===== src/rtl/slicevm_pkg.sv =====
// Shared types and width helpers for the slicevm sequencer (slice_ctrl and its counters).
// Width constants below describe the default 32-pixel / 8x16-block / 640-pixel-line configuration.
package slicevm_pkg;

  typedef enum logic [2:0] {
    IDLE     = 3'd0,
    CLEAR    = 3'd1,
    WAIT_SOF = 3'd2,
    RUN      = 3'd3,
    DONE     = 3'd4
  } state_t;

  // Counter width that never collapses to zero bits for a range of one value.
  function automatic int cw(input int n);
    return (n <= 1) ? 1 : $clog2(n);
  endfunction

  localparam int BLOCKSIZE_D = 32;
  localparam int WINCOLS_D   = 8;
  localparam int WINROWS_D   = 16;
  localparam int IMG_WIDTH_D = 640;

  localparam int PX_W    = $clog2(BLOCKSIZE_D);
  localparam int BCOL_W  = $clog2(IMG_WIDTH_D / BLOCKSIZE_D);
  localparam int LINE_W  = $clog2(BLOCKSIZE_D);
  localparam int CADDR_W = $clog2(WINCOLS_D * WINROWS_D);

endpackage


===== src/rtl/slice_ctrl_cnt.sv =====
// Enabled wrap counter 0..MAX with terminal-count flag; synchronous clear wins over enable.
module slice_ctrl_cnt #(
  parameter int W   = 4,
  parameter int MAX = 15
) (
  input  logic         i_clk,
  input  logic         i_rst,
  input  logic         i_clr,
  input  logic         i_en,
  output logic [W-1:0] o_cnt,
  output logic         o_tc
);

  logic [W-1:0] r_cnt;

  always_ff @(posedge i_clk) begin
    if (i_rst || i_clr) begin
      r_cnt <= '0;
    end else if (i_en) begin
      r_cnt <= o_tc ? '0 : r_cnt + W'(1);
    end
  end

  assign o_tc  = (r_cnt == W'(MAX));
  assign o_cnt = r_cnt;

endmodule


===== src/rtl/slice_ctrl.sv =====
// Sequencer for the slice_mem accumulator chain: clear phase, per-frame position tracking, window flags.
// Optional SLICE_CTRL_STATS_EN adds win_count (window results in the last completed frame).
module slice_ctrl
  import slicevm_pkg::*;
#(
  parameter int BLOCKSIZE = 32,
  parameter int WINCOLS   = 8,
  parameter int WINROWS   = 16,
  parameter int IMG_WIDTH = 640,
  parameter int WPI       = 40,
  parameter int RES_LAT   = 3
) (
  input  logic                            clk,
  input  logic                            reset,
  input  logic                            start,
  input  logic                            abort,
  input  logic                            fv_i,
  input  logic                            dv_i,
  output logic                            download,
  output logic                            dvi,
  output logic                            newblock,
  output logic [cw(WINCOLS*WINROWS)-1:0]  coeff_addr,
  output logic                            win_valid,
  output logic                            frame_done,
`ifdef SLICE_CTRL_STATS_EN
  output logic [15:0]                     win_count,
`endif
  output logic                            busy,
  output logic                            err,
  output state_t                          dbg_state
);

  localparam int PXW = cw(BLOCKSIZE);
  localparam int BCW = cw(IMG_WIDTH / BLOCKSIZE);
  localparam int LNW = cw(BLOCKSIZE);
  localparam int RWW = cw(WINROWS);
  localparam int CLW = cw(WPI);
  localparam int CAW = cw(WINCOLS * WINROWS);

  state_t           r_state, w_next;
  logic             r_fv_d;
  logic [CLW-1:0]   r_clr_cnt;
  logic             w_clr_tc;
  logic             w_pix, w_cnt_clr, w_frame_end, w_win_hit;
  logic [PXW-1:0]   w_px;
  logic [BCW-1:0]   w_col;
  logic [LNW-1:0]   w_line;
  logic [RWW-1:0]   w_row;
  logic             w_px_tc, w_col_tc, w_line_tc, w_row_tc;
  int               w_col_mod;
  logic [CAW-1:0]   w_caddr;
  logic             r_dvi, r_newblock, r_err;
  logic [CAW-1:0]   r_caddr;
  logic [RES_LAT:0] r_win_sr;

  always_ff @(posedge clk) begin
    if (reset) begin
      r_state <= IDLE;
      r_fv_d  <= 1'b0;
    end else begin
      r_state <= w_next;
      r_fv_d  <= fv_i;
    end
  end

  // abort overrides every transition; WAIT_SOF needs a genuine low-to-high fv_i edge.
  always_comb begin
    w_next = r_state;
    case (r_state)
      IDLE:     if (start) w_next = CLEAR;
      CLEAR:    if (w_clr_tc) w_next = WAIT_SOF;
      WAIT_SOF: if (fv_i && !r_fv_d) w_next = RUN;
      RUN:      if (!fv_i) w_next = DONE;
      DONE:     w_next = CLEAR;
      default:  w_next = IDLE;
    endcase
    if (abort) w_next = IDLE;
  end

  always_ff @(posedge clk) begin
    if (reset || r_state != CLEAR) begin
      r_clr_cnt <= '0;
    end else begin
      r_clr_cnt <= r_clr_cnt + CLW'(1);
    end
  end
  assign w_clr_tc = (r_clr_cnt == CLW'(WPI - 1));

  assign w_pix       = (r_state == RUN) && fv_i && dv_i && !abort;
  assign w_cnt_clr   = (r_state != RUN) || abort;
  assign w_frame_end = (r_state == RUN) && !fv_i && !abort;

  slice_ctrl_cnt #(.W(PXW), .MAX(BLOCKSIZE - 1)) u_px_cnt (
    .i_clk(clk), .i_rst(reset), .i_clr(w_cnt_clr), .i_en(w_pix),
    .o_cnt(w_px), .o_tc(w_px_tc)
  );

  slice_ctrl_cnt #(.W(BCW), .MAX(IMG_WIDTH / BLOCKSIZE - 1)) u_col_cnt (
    .i_clk(clk), .i_rst(reset), .i_clr(w_cnt_clr), .i_en(w_pix && w_px_tc),
    .o_cnt(w_col), .o_tc(w_col_tc)
  );

  slice_ctrl_cnt #(.W(LNW), .MAX(BLOCKSIZE - 1)) u_line_cnt (
    .i_clk(clk), .i_rst(reset), .i_clr(w_cnt_clr), .i_en(w_pix && w_px_tc && w_col_tc),
    .o_cnt(w_line), .o_tc(w_line_tc)
  );

  // Block row is only ever needed modulo WINROWS; a row index that is WINROWS-1 modulo
  // WINROWS is necessarily >= WINROWS-1, so no full-range row count is kept.
  slice_ctrl_cnt #(.W(RWW), .MAX(WINROWS - 1)) u_row_cnt (
    .i_clk(clk), .i_rst(reset), .i_clr(w_cnt_clr),
    .i_en(w_pix && w_px_tc && w_col_tc && w_line_tc),
    .o_cnt(w_row), .o_tc(w_row_tc)
  );

  always_comb begin
    w_col_mod = int'(w_col) % WINCOLS;
    w_caddr   = CAW'(int'(w_row) * WINCOLS + w_col_mod);
  end

  assign w_win_hit = w_pix && w_px_tc && (w_col_mod == WINCOLS - 1) && w_line_tc && w_row_tc;

  // dvi qualifies newblock/coeff_addr in the same cycle; the stream has no backpressure.
  always_ff @(posedge clk) begin
    if (reset) begin
      r_dvi      <= 1'b0;
      r_newblock <= 1'b0;
      r_caddr    <= '0;
      r_win_sr   <= '0;
      r_err      <= 1'b0;
    end else begin
      r_dvi      <= w_pix;
      r_newblock <= w_pix && w_px_tc;
      r_caddr    <= w_pix ? w_caddr : '0;
      r_win_sr   <= abort ? '0 : {r_win_sr[RES_LAT-1:0], w_win_hit};
      if (r_state == IDLE && start && !abort) begin
        r_err <= 1'b0;
      end else if (w_frame_end && (w_px != '0 || w_col != '0 || w_line != '0)) begin
        r_err <= 1'b1;
      end
    end
  end

`ifdef SLICE_CTRL_STATS_EN
  logic [15:0] r_win_acc, r_win_count;

  always_ff @(posedge clk) begin
    if (reset) begin
      r_win_acc   <= '0;
      r_win_count <= '0;
    end else begin
      if (r_state != RUN) begin
        r_win_acc <= '0;
      end else if (w_win_hit && r_win_acc != 16'hFFFF) begin
        r_win_acc <= r_win_acc + 16'd1;
      end
      if (w_frame_end) r_win_count <= r_win_acc;
    end
  end

  assign win_count = r_win_count;
`endif

  assign download   = (r_state == CLEAR);
  assign frame_done = (r_state == DONE);
  assign busy       = (r_state != IDLE);
  assign dvi        = r_dvi;
  assign newblock   = r_newblock;
  assign coeff_addr = r_caddr;
  assign win_valid  = r_win_sr[RES_LAT];
  assign err        = r_err;
  assign dbg_state  = r_state;

endmodule


===== config.mk =====
export PLATFORM = sky130hd
export DESIGN_NAME = slice_ctrl
export DESIGN_NICKNAME = d
export VERILOG_FILES = /design/src/rtl/slicevm_pkg.sv /design/src/rtl/slice_ctrl_cnt.sv /design/src/rtl/slice_ctrl.sv
export SDC_FILE = /design/constraint.sdc
export NUM_CORES = 1
export LEC_CHECK = 0
export CAP_MARGIN = 20
export CORE_MARGIN = 3
export CORE_UTILIZATION = 35
export DETAILED_ROUTE_END_ITERATION = 10
export DONT_BUFFER_PORTS = 1
export PLACE_DENSITY = 0.54
export SYNTH_ARGS = -nofsm -noshare
export SYNTH_HDL_FRONTEND = slang
export SYNTH_HIERARCHICAL = 1
export SYNTH_SLANG_ARGS = --single-unit

===== constraint.sdc =====
create_clock -name clk -period 4 [get_ports clk]
set_clock_uncertainty 0.05 [all_clocks]
set_input_delay 0.8 -clock clk [delete_from_list [all_inputs] [get_ports clk]]
set_output_delay 0.8 -clock clk [all_outputs]
set_load 0.02 [all_outputs]

* Yosys cells after proc, flatten, opt, wreduce, memory -nomap -nowiden
Cells that the tools add are included.
Cells by class: $add $sub $neg 6, equal/unequal tests 16, mux-type cells 9, bitwise logic cells 1, reduce and logical (&&, ||, !) cells 32
Operators with widths (number):
- adder 5 x 1 -> 5 bit, second input constant | 3
- equality test 5 bit, second input constant | 3
- logical AND 1 bit | 15
- two-way mux 5 bit | 3
- case mux 3 bit (5 select lines) | 1
- nonzero test 5 bit | 3
- two-way mux 3 bit | 4
- adder 7 x 3 -> 7 bit | 1
- adder 6 x 1 -> 6 bit, second input constant | 1
- equality test 3 x 1 -> 1 bit, second input constant | 2
- equality test 3 x 2 -> 1 bit, second input constant | 2
- equality test 6 bit, second input constant | 1
- inequality test 2 bit, second input constant | 3
- OR reduction 2 bit | 3
- logical OR 1 bit | 5
- adder 4 x 1 -> 4 bit, second input constant | 1
- equality test 4 bit, second input constant | 1
- two-way mux 4 bit | 1
- AND reduction 4 bit | 1
- equality test 3 bit, second input constant | 1
- zero test 1 bit | 3
- zero test 3 bit | 1
- inequality test 3 x 1 -> 1 bit, second input constant | 1
- inequality test 3 x 2 -> 1 bit, second input constant | 1
- other kinds (3) | 3
Storage, ports and cells: flip-flop bits (word level) 43, word-level logic and storage cells 76

* Depth between registers and ports, before layout
Gate-level depths: netlist (run 1).
depth after elaboration 8, mapped depth 8, mapped depth without buffers 7

* Modules after synthesis
Netlist (run 1), hierarchy kept.
By module, submodules not included:
- slice_ctrl | instances 1, cells each 90, area each 932.1 µm², seq. area each 480.5 µm²
- slice_ctrl_cnt (u_line_cnt ...) | instances 2, cells each 22, area each 229.0 µm², seq. area each 100.1 µm²
- slice_ctrl_cnt (u_col_cnt) | instances 1, cells each 27, area each 257.7 µm², seq. area each 100.1 µm²
- slice_ctrl_cnt (u_row_cnt) | instances 1, cells each 19, area each 180.2 µm², seq. area each 80.1 µm²

* Worst setup path after synthesis (run 1)
No wires, ideal clock.
path type in2reg, from in abort, to reg u_col_cnt.r_cnt[2], in the netlist u_col_cnt/o_cnt[2], library setup time 70 ps, arrival 2136 ps, required time 3880 ps, setup slack 1744 ps, stages on the path 6, buffers on the path 0, cell sequence nand4bb_4 -> nor2_1 -> and2_1 -> nand2_1 -> or3_1 -> a21boi_1
Between the ends: word-level cells in the longest chain between the ends 3
RTL lines:
- start: declaration | line slice_ctrl.sv:16 | input logic abort,
- zero test 1 bit | line slice_ctrl.sv:89 | assign w_pix = (r_state == RUN) && fv_i && dv_i && !abort;
- logical AND 1 bit | line slice_ctrl.sv:89
- named net w_pix | line slice_ctrl.sv:44 | logic w_pix, w_cnt_clr, w_frame_end, w_win_hit;
- logical AND 1 bit | line slice_ctrl.sv:99 | .i_clk(clk), .i_rst(reset), .i_clr(w_cnt_clr), .i_en(w_pix && w_px_tc),
- end signal: assignment | line slice_ctrl_cnt.sv:20 | r_cnt <= o_tc ? '0 : r_cnt + W'(1);
- end: declaration | line slice_ctrl_cnt.sv:14 | logic [W-1:0] r_cnt;
The timed path passes the listed nets, and every way through them passes these cells. A chain may end at the register's enable or synchronous reset.

* Worst setup path after layout (run 1)
from reg r_state[1], in the netlist dbg_state[1], to reg u_col_cnt.r_cnt[2], in the netlist u_col_cnt/o_cnt[2]
RTL lines:
- start: declaration | line slice_ctrl.sv:40 | state_t r_state, w_next;
- start signal: assignment | line slice_ctrl.sv:61 | r_state <= w_next;
- inequality test 3 x 2 -> 1 bit | line slice_ctrl.sv:90 | assign w_cnt_clr = (r_state != RUN) || abort;
- logical OR 1 bit | line slice_ctrl.sv:90
- named net w_cnt_clr | line slice_ctrl.sv:44
- logical OR 1 bit | line slice_ctrl_cnt.sv:17 | if (i_rst || i_clr) begin
The timed path passes the listed nets, and every way through them passes these cells.

==> results of run 1 <==
[sequential cells by signal, summed over array words and instances, names as in the netlist, 3 cells and up]
register and count:
u_line_cnt/o_cnt 5, coeff_addr 7, dbg_state 3, r_clr_cnt 6, r_win_sr 4, u_row_cnt/o_cnt 4
u_col_cnt/o_cnt 5, u_px_cnt/o_cnt 5
[cell usage after synthesis (4+ instances only)]
cell	count
nor4_1	5
nand4_1	5
inv_1	5
and3_1	6
nor2_1	19
mux2i_1	6
xnor2_1	4
nor3_1	8
ha_1	7
dfxtp_1	43
o21ai_0	4
and2_1	13
xor2_1	9
nand2_1	11
[critical path, delay by kind of cell, from the launching register on]
kind               cells  cell delay [ns]
and+or+nand+nor        5             1.73
DFF                    1             0.66
AOI/OAI and AO/OA      1             0.13
[layout make-up]
type,instances,area (µm²),share of cell area (%)
inverters,5,18.77,0.9282
multi-input cells,130,925.9,45.79
clock buffers,6,72.57,3.589
clock inverters,2,60.06,2.970
flip-flops and latches,43,860.8,42.57
well taps,67,83.83,4.146
[kinds of logic after synthesis]
family,Yosys count,synth area share (%)
DFF,43,47.09
xor gates and xnor gates,13,6.229
adders and majority gates,7,4.791
AOI/OAI and AO/OA,17,6.982
and+or+nand+nor,86,28.75
muxes,7,3.902
buffers and inverters,7,2.259
[layout by cell type, fill, tap and decap left out, types with 3 or more instances in the layout]
master    instances
a211o_1           3
nand3_1           3
xnor2_1           4
nand4_1           5
ha_1              7
and2_1           13
dfxtp_1          43
nand2_1          11
xor2_1            9
nor2_1           19
clkbuf_8          5
mux2i_1           6
and3_1            6
nor3_1            8
nor4_1            5
o21ai_0           4
inv_1             5
[routing by layer]
metal | global-route usage (%) | part of all wire (%) | routed length, µm
met2 | 19.43 | 47 | 1584
met4 | 3.671 | 0.87 | 29
met3 | 4.931 | 4.8 | 160
met5 | 0 | 0 | 0
met1 | 14.66 | 47 | 1568
[power by group through the flow]
stage	Combinational [mW]	Sequential [mW]	Clock [mW]
floorplan	0.00797	0.441	0
global placement	0.00924	0.441	0
detailed placement	0.00926	0.442	0
CTS	0.00929	0.431	0.402
global route	0.0102	0.432	0.422
finish	0.00916	0.431	0.391
[metrics by stage]
step | setup WS [ns] | power (mW) | hold WS (ns)
6_report | 1.350 | 0.8318 | 0.3806
5_1_grt | 1.163 | 0.8640 | 0.3933
4_1_cts | 1.344 | 0.8427 | 0.3865
3_5_place_dp | 1.180 | 0.4508 | 0.3666
3_3_place_gp | 1.296 | 0.4507 | 0.3591
2_1_floorplan | 1.744 | 0.4490 | 0.3557
[path summary, 6_finish.rpt]
path	slack [ns]	end	start
worst max-delay path	1.35	u_col_cnt/o_cnt[2]	dbg_state[1]
worst min-delay path	0.38	r_win_sr[1]	r_win_sr[0]
worst max register to register	1.35	u_col_cnt/o_cnt[2]	dbg_state[1]
worst min register to register	0.38	r_win_sr[1]	r_win_sr[0]
==> results by group, run 1 <==
Outcome
  – Status: completed

Placed design
  – Dpl cell area: 0.001889 mm²
  – Routability cong.: just under 0.8
  – PortBufs: 0
  – Dpl cells: 245
  – DP HPWL: around 2400 µm

Detailed routing
  – DRC errors left: 0
  – Via total after detailed routing: 1297
  – DRT antenna net count: 0
  – Routed len/inst: 13.21 µm
  – Via density: 5.126
  – DR iter-0 viols: a little under 70
  – Wirelength, routed: 3342 µm
  – Initial DRT Pass Iterations: 4

Timing
  – Setup TNS: 0 ns
  – Fin. Hold Viols: 0
  – Worst rel slew slack: 57.35%
  – Period utilization: 66.25%
  – Final slew viol count: 0
  – Tightest Pin Transition: 0.6374 ns
  – # setup viols final: 0
  – Minimum clock period: 2.650 ns
  – RSZ-0062 raised after global routing: false
  – Fmax: roughly 380 MHz

Clocking
  – Post-CTS sizing: 0
  – Worst-path clk slew: roughly 0.08 ns
  – Postcts setup bufs: 0
  – Clock Latency Late Sink: slightly below 0.3 ns
  – H-tree Lvls: 2
  – CTS max path bufs: 2
  – Clock sink total: 43
  – Hold buffer count at CTS: 0
  – CTS tree: built
  – Num CTS Buffers: 5
  – Root Driver: clkbuf_8

Final layout
  – Core Util, Final: between 40% and 50%
  – Fin cells: approximately 250
  – Final Net Count: 198
  – Area Overhead vs Synth: 10.61%
  – Antenna Cells: 0
  – Final instance area: 0.002022 mm²
  – Layout cells sized above 1: 8.065%
  – Fillcell total: 487

Critical path
  – Worst Path Arrival: 2.83 ns
  – Worst-path fanout max: 15
  – Crit. End Element: register
  – CP max stage delay: 0.66 ns
  – CP Class: register to register
  – CP Data Required Time: ~4.2 ns
  – Setup crit start kind: register
  – R2R cell count: 6
  – CP cell instances: nand4bb_4 > nor2_1 > and2_1 > nand2_1 > or3_1 > a21boi_1
  – Critical path's slowest cell: dfxtp_1

Yosys
  – Cells after synthesis: 180
  – Average cell area after synthesis: between 10 and 15 µm²
  – Synth top area cells: dfxtp_1 (47%), ha_1 (4.8%), and2_1 (4.4%)
  – Fraction of registers with async set or reset after synthesis: 0%
  – Synth Flop Type: dfxtp_1
  – Synth cell types: 40
  – Post-synth EDFFs: 0
  – Synth area leader: dfxtp_1
  – Post-synth top area share: 47.09%
  – Yosys warns: 6
  – Sequential fraction of the synthesis area: ~47%
  – Number of synthesized register bits: 43
  – Syn_nets: 193
  – Mapped cell area: 0.001828 mm²

Floorplanning
  – Die Area: about 0.006 mm²
  – I/O pin count: 23
  – Row count: 25
  – DIE HEIGHT: a little under 80 µm
  – Die X: 78.27 µm
  – Core Box Area: 0.004880 mm²
  – Starting Density: 37.46%

Worst hold path
  – Min-Delay Path Class: register to register
  – Hold-critical path depth: 1

Pwr
  – Max VDD drop: 150.6 µV
  – Pleak: 0.7364 nW
  – Pwr dens: 411.4 mW/mm²
  – Sequential share of power: approximately half
  – Clock share of power: 47.0%
  – Switching share of power: 17.98%
  – Comb power frac: about 1.1%
  – Switch Pwr: 149.6 µW
  – Internal: 682.3 µW

Global routing
  – Number of global-route vias before repair: 1251
  – Tot GR Track Use: 12.04%
  – GR Overflow Total: 0
  – Global-route wire length before repair: slightly below 6000 µm
  – Largest net degree at the start of global routing: 21
  – Antenna violations before repair: 0

Job
  – Maxcap violations: 0
No activity file was read; power rests on OpenSTA's default activity.
==> run 2, diff against run 1 <==
PLACE_DENSITY = 0.56   (was 0.54)
clock period = 2.15 ns   (was 4 ns; I/O delays follow)
==> run 2 against run 1 <==
Critical path depth is the same. Worst setup slack lost 1.2 ns. Core utilization grew 0.95 points. Non-clock buffer count grew 6. Final cell count grew 2.4%. Largest power group unchanged.
==> results by group, run 2 (synthesis gave the netlist of run 1 again) <==
Pwr
  – Switch Pwr: 276.8 µW (+85%)
  – Comb power frac: 1.4% (+0.3 points)
  – Pleak: 0.7676 nW (+4.2%)
  – Pwr dens: 748.6 mW/mm² (+82%)
  – Clock share of power: 46.9% (about the same)
  – Sequential share of power: 51.7% (-0.2 points)
  – Switching share of power: 17.88% (-0.10 points)
  – Max VDD drop: 346.7 µV (+130%)
  – Internal: 1.271 mW (+86%)

Global routing
  – Antenna violations before repair: 0 (unchanged)
  – Tot GR Track Use: 12.15% (+0.11 points)
  – GR Overflow Total: 0 (unchanged)
  – Number of global-route vias before repair: 1202 (-3.9%)
  – Global-route wire length before repair: 5733 µm (-2.5%)
  – Largest net degree at the start of global routing: 21 (unchanged)

Floorplanning
  – Starting Density: 37.46% (unchanged)
  – Die Area: 0.006126 mm² (unchanged)
  – Row count: 25 (unchanged)
  – DIE HEIGHT: 78.27 µm (unchanged)
  – I/O pin count: 23 (unchanged)
  – Die X: 78.27 µm (unchanged)
  – Core Box Area: 0.004880 mm² (unchanged)

Critical path
  – Setup crit start kind: register
  – CP Class: register to register
  – Worst Path Arrival: 2.10 ns (-0.73 ns)
  – CP cell instances: ha_1 > nor4bb_4 > and3_1 > nand4_1 > xor2_1 > nor2_1
  – CP max stage delay: 0.43 ns (-0.23 ns)
  – Critical path's slowest cell: dfxtp_1
  – CP Data Required Time: 2.28 ns (-1.90 ns)
  – Crit. End Element: register
  – Worst-path fanout max: 7 (-8)

Final layout
  – Commonest non-fill, non-tap cells in the layout: dfxtp_1 (43), nor2_1 (19), and2_1 (13)
  – Layout cells sized above 1: 11.46% (+3.4 points)
  – Fillcell total: 491 (+0.82%)
  – Most common cell after layout, fill and taps aside: dfxtp_1
  – Final Net Count: 204 (+3.0%)
  – Area Overhead vs Synth: 13.14%
  – Largest register FFs: 7 (unchanged)
  – Antenna Cells: 0 (unchanged)

Clocking
  – Clock sink total: 43 (unchanged)
  – Clock Latency Late Sink: 0.29 ns (about the same)
  – CTS max path bufs: 2 (unchanged)
  – Num CTS Buffers: 5 (unchanged)
  – H-tree Lvls: 2 (unchanged)
  – Postcts setup bufs: 0 (unchanged)
  – Hold buffer count at CTS: 0 (unchanged)
  – Worst-path clk slew: 0.08 ns (about the same)
  – CTS tree: built
  – Root Driver: clkbuf_8

Placed design
  – Routability cong.: 0.7830 (-1.5%)
  – PortBufs: 0 (unchanged)
  – DP HPWL: 2548 µm (+4.7%)

Timing
  – Fmax: 508.7 MHz (+35%)
  – Period utilization: 91.43% (+25 points)
  – Tightest Pin Transition: 0.4325 ns (-0.2050 ns)
  – Setup TNS: 0 ns (unchanged)
  – Fin. Hold Viols: 0 (unchanged)
  – Final slew viol count: 0 (unchanged)
  – Minimum clock period: 1.966 ns (-0.6842 ns)
  – # setup viols final: 0 (unchanged)
  – Worst rel slew slack: 70.42% (+13 points)
  – RSZ-0062 raised after global routing: false
  – Final Hold Slack: 0.1473 ns (-0.2333 ns)

Detailed routing
  – Via total after detailed routing: 1290 (-0.54%)
  – Initial DRT Pass Iterations: 4 (unchanged)
  – Routed len/inst: 13.08 µm (-0.97%)
  – Via density: 4.981 (-2.8%)
  – DR iter-0 viols: 70 (+2.9%)
  – Wirelength, routed: 3388 µm (+1.4%)
  – DRC errors left: 0 (unchanged)
  – DRT antenna net count: 0 (unchanged)

Worst hold path
  – Min-Delay Path Class: input port to register

Job
  – Maxcap violations: 0 (unchanged)

Outcome
  – Status: completed
-- run 2: power groups by stage --
stage	clock network, mW	registers (mW)	logic (mW)
after global placement	0	0.819	0.0224
after detailed placement	0	0.819	0.0224
after floorplan	0	0.821	0.0148
after CTS	0.753	0.800	0.0225
final	0.726	0.800	0.0223
after global routing	0.787	0.800	0.0252
-- run 2: stage by stage --
| step | setup WS, ns | utilization (%) | power [mW] | instances | area [µm²] |
|---|---|---|---|---|---|
| 5_1_grt | 0.03808 | 42.38 | 1.613 | 259 | 2068 |
| 4_1_cts | 0.2019 | 42.36 | 1.576 | 259 | 2067 |
| 3_3_place_gp | 0.2434 | 39.64 | 0.8411 | 251 | 1934 |
| 6_report | 0.1842 | 42.38 | 1.548 | 259 | 2068 |
| 2_1_floorplan | 0.1671 | - | 0.8354 | 180 | 1828 |
| 3_5_place_dp | 0.2259 | 39.64 | 0.8412 | 251 | 1934 |
-- run 2: what timing repair did --
item | 4_1_cts | 5_1_grt
setup endpoints to repair | 0 | 1
gates resized for setup | 0 | 1
endpoints found under the hold margin | 0 | 0
-- run 2: worst paths after layout --
check                           slack, ns             endpoint  cells after the start                from
worst min-delay path                 0.15         dbg_state[0]                      1               abort
worst max register to register       0.18  u_line_cnt/o_cnt[3]                      6  u_col_cnt/o_cnt[0]
worst max-delay path                 0.18  u_line_cnt/o_cnt[3]                      6  u_col_cnt/o_cnt[0]
worst min register to register       0.38          r_win_sr[2]                      1         r_win_sr[1]
-- run 2: cell type report --
type                            count  area [µm²]  share of cell area (%)
Clock buffer                        6       72.57                   3.509
Sequential cell                    43       860.8                   41.62
Timing Repair Buffer                6       45.04                   2.178
Clock inverter                      2       60.06                   2.904
Multi-Input combinational cell    130       927.1                   44.83
Tap cell                           67       83.83                   4.053
Inverter                            5       18.77                  0.9074
-- run 2: critical path, delay by kind of cell, from the launching register on --
family                   cells  cell delay (ns)
flip-flops                   1             0.43
XOR/XNOR                     1             0.18
adder cells (fa/ha/maj)      1             0.22
AND/OR/NAND/NOR              4             0.97
-- run 2: metal layers --
layer	GRT usage (%)	up-vias	share of wire (%)
li1	-	656	-
met3	4.472	5	5.9
met2	19.69	32	48
met5	0	-	0
met4	5.245	0	1.7
met1	14.40	597	45
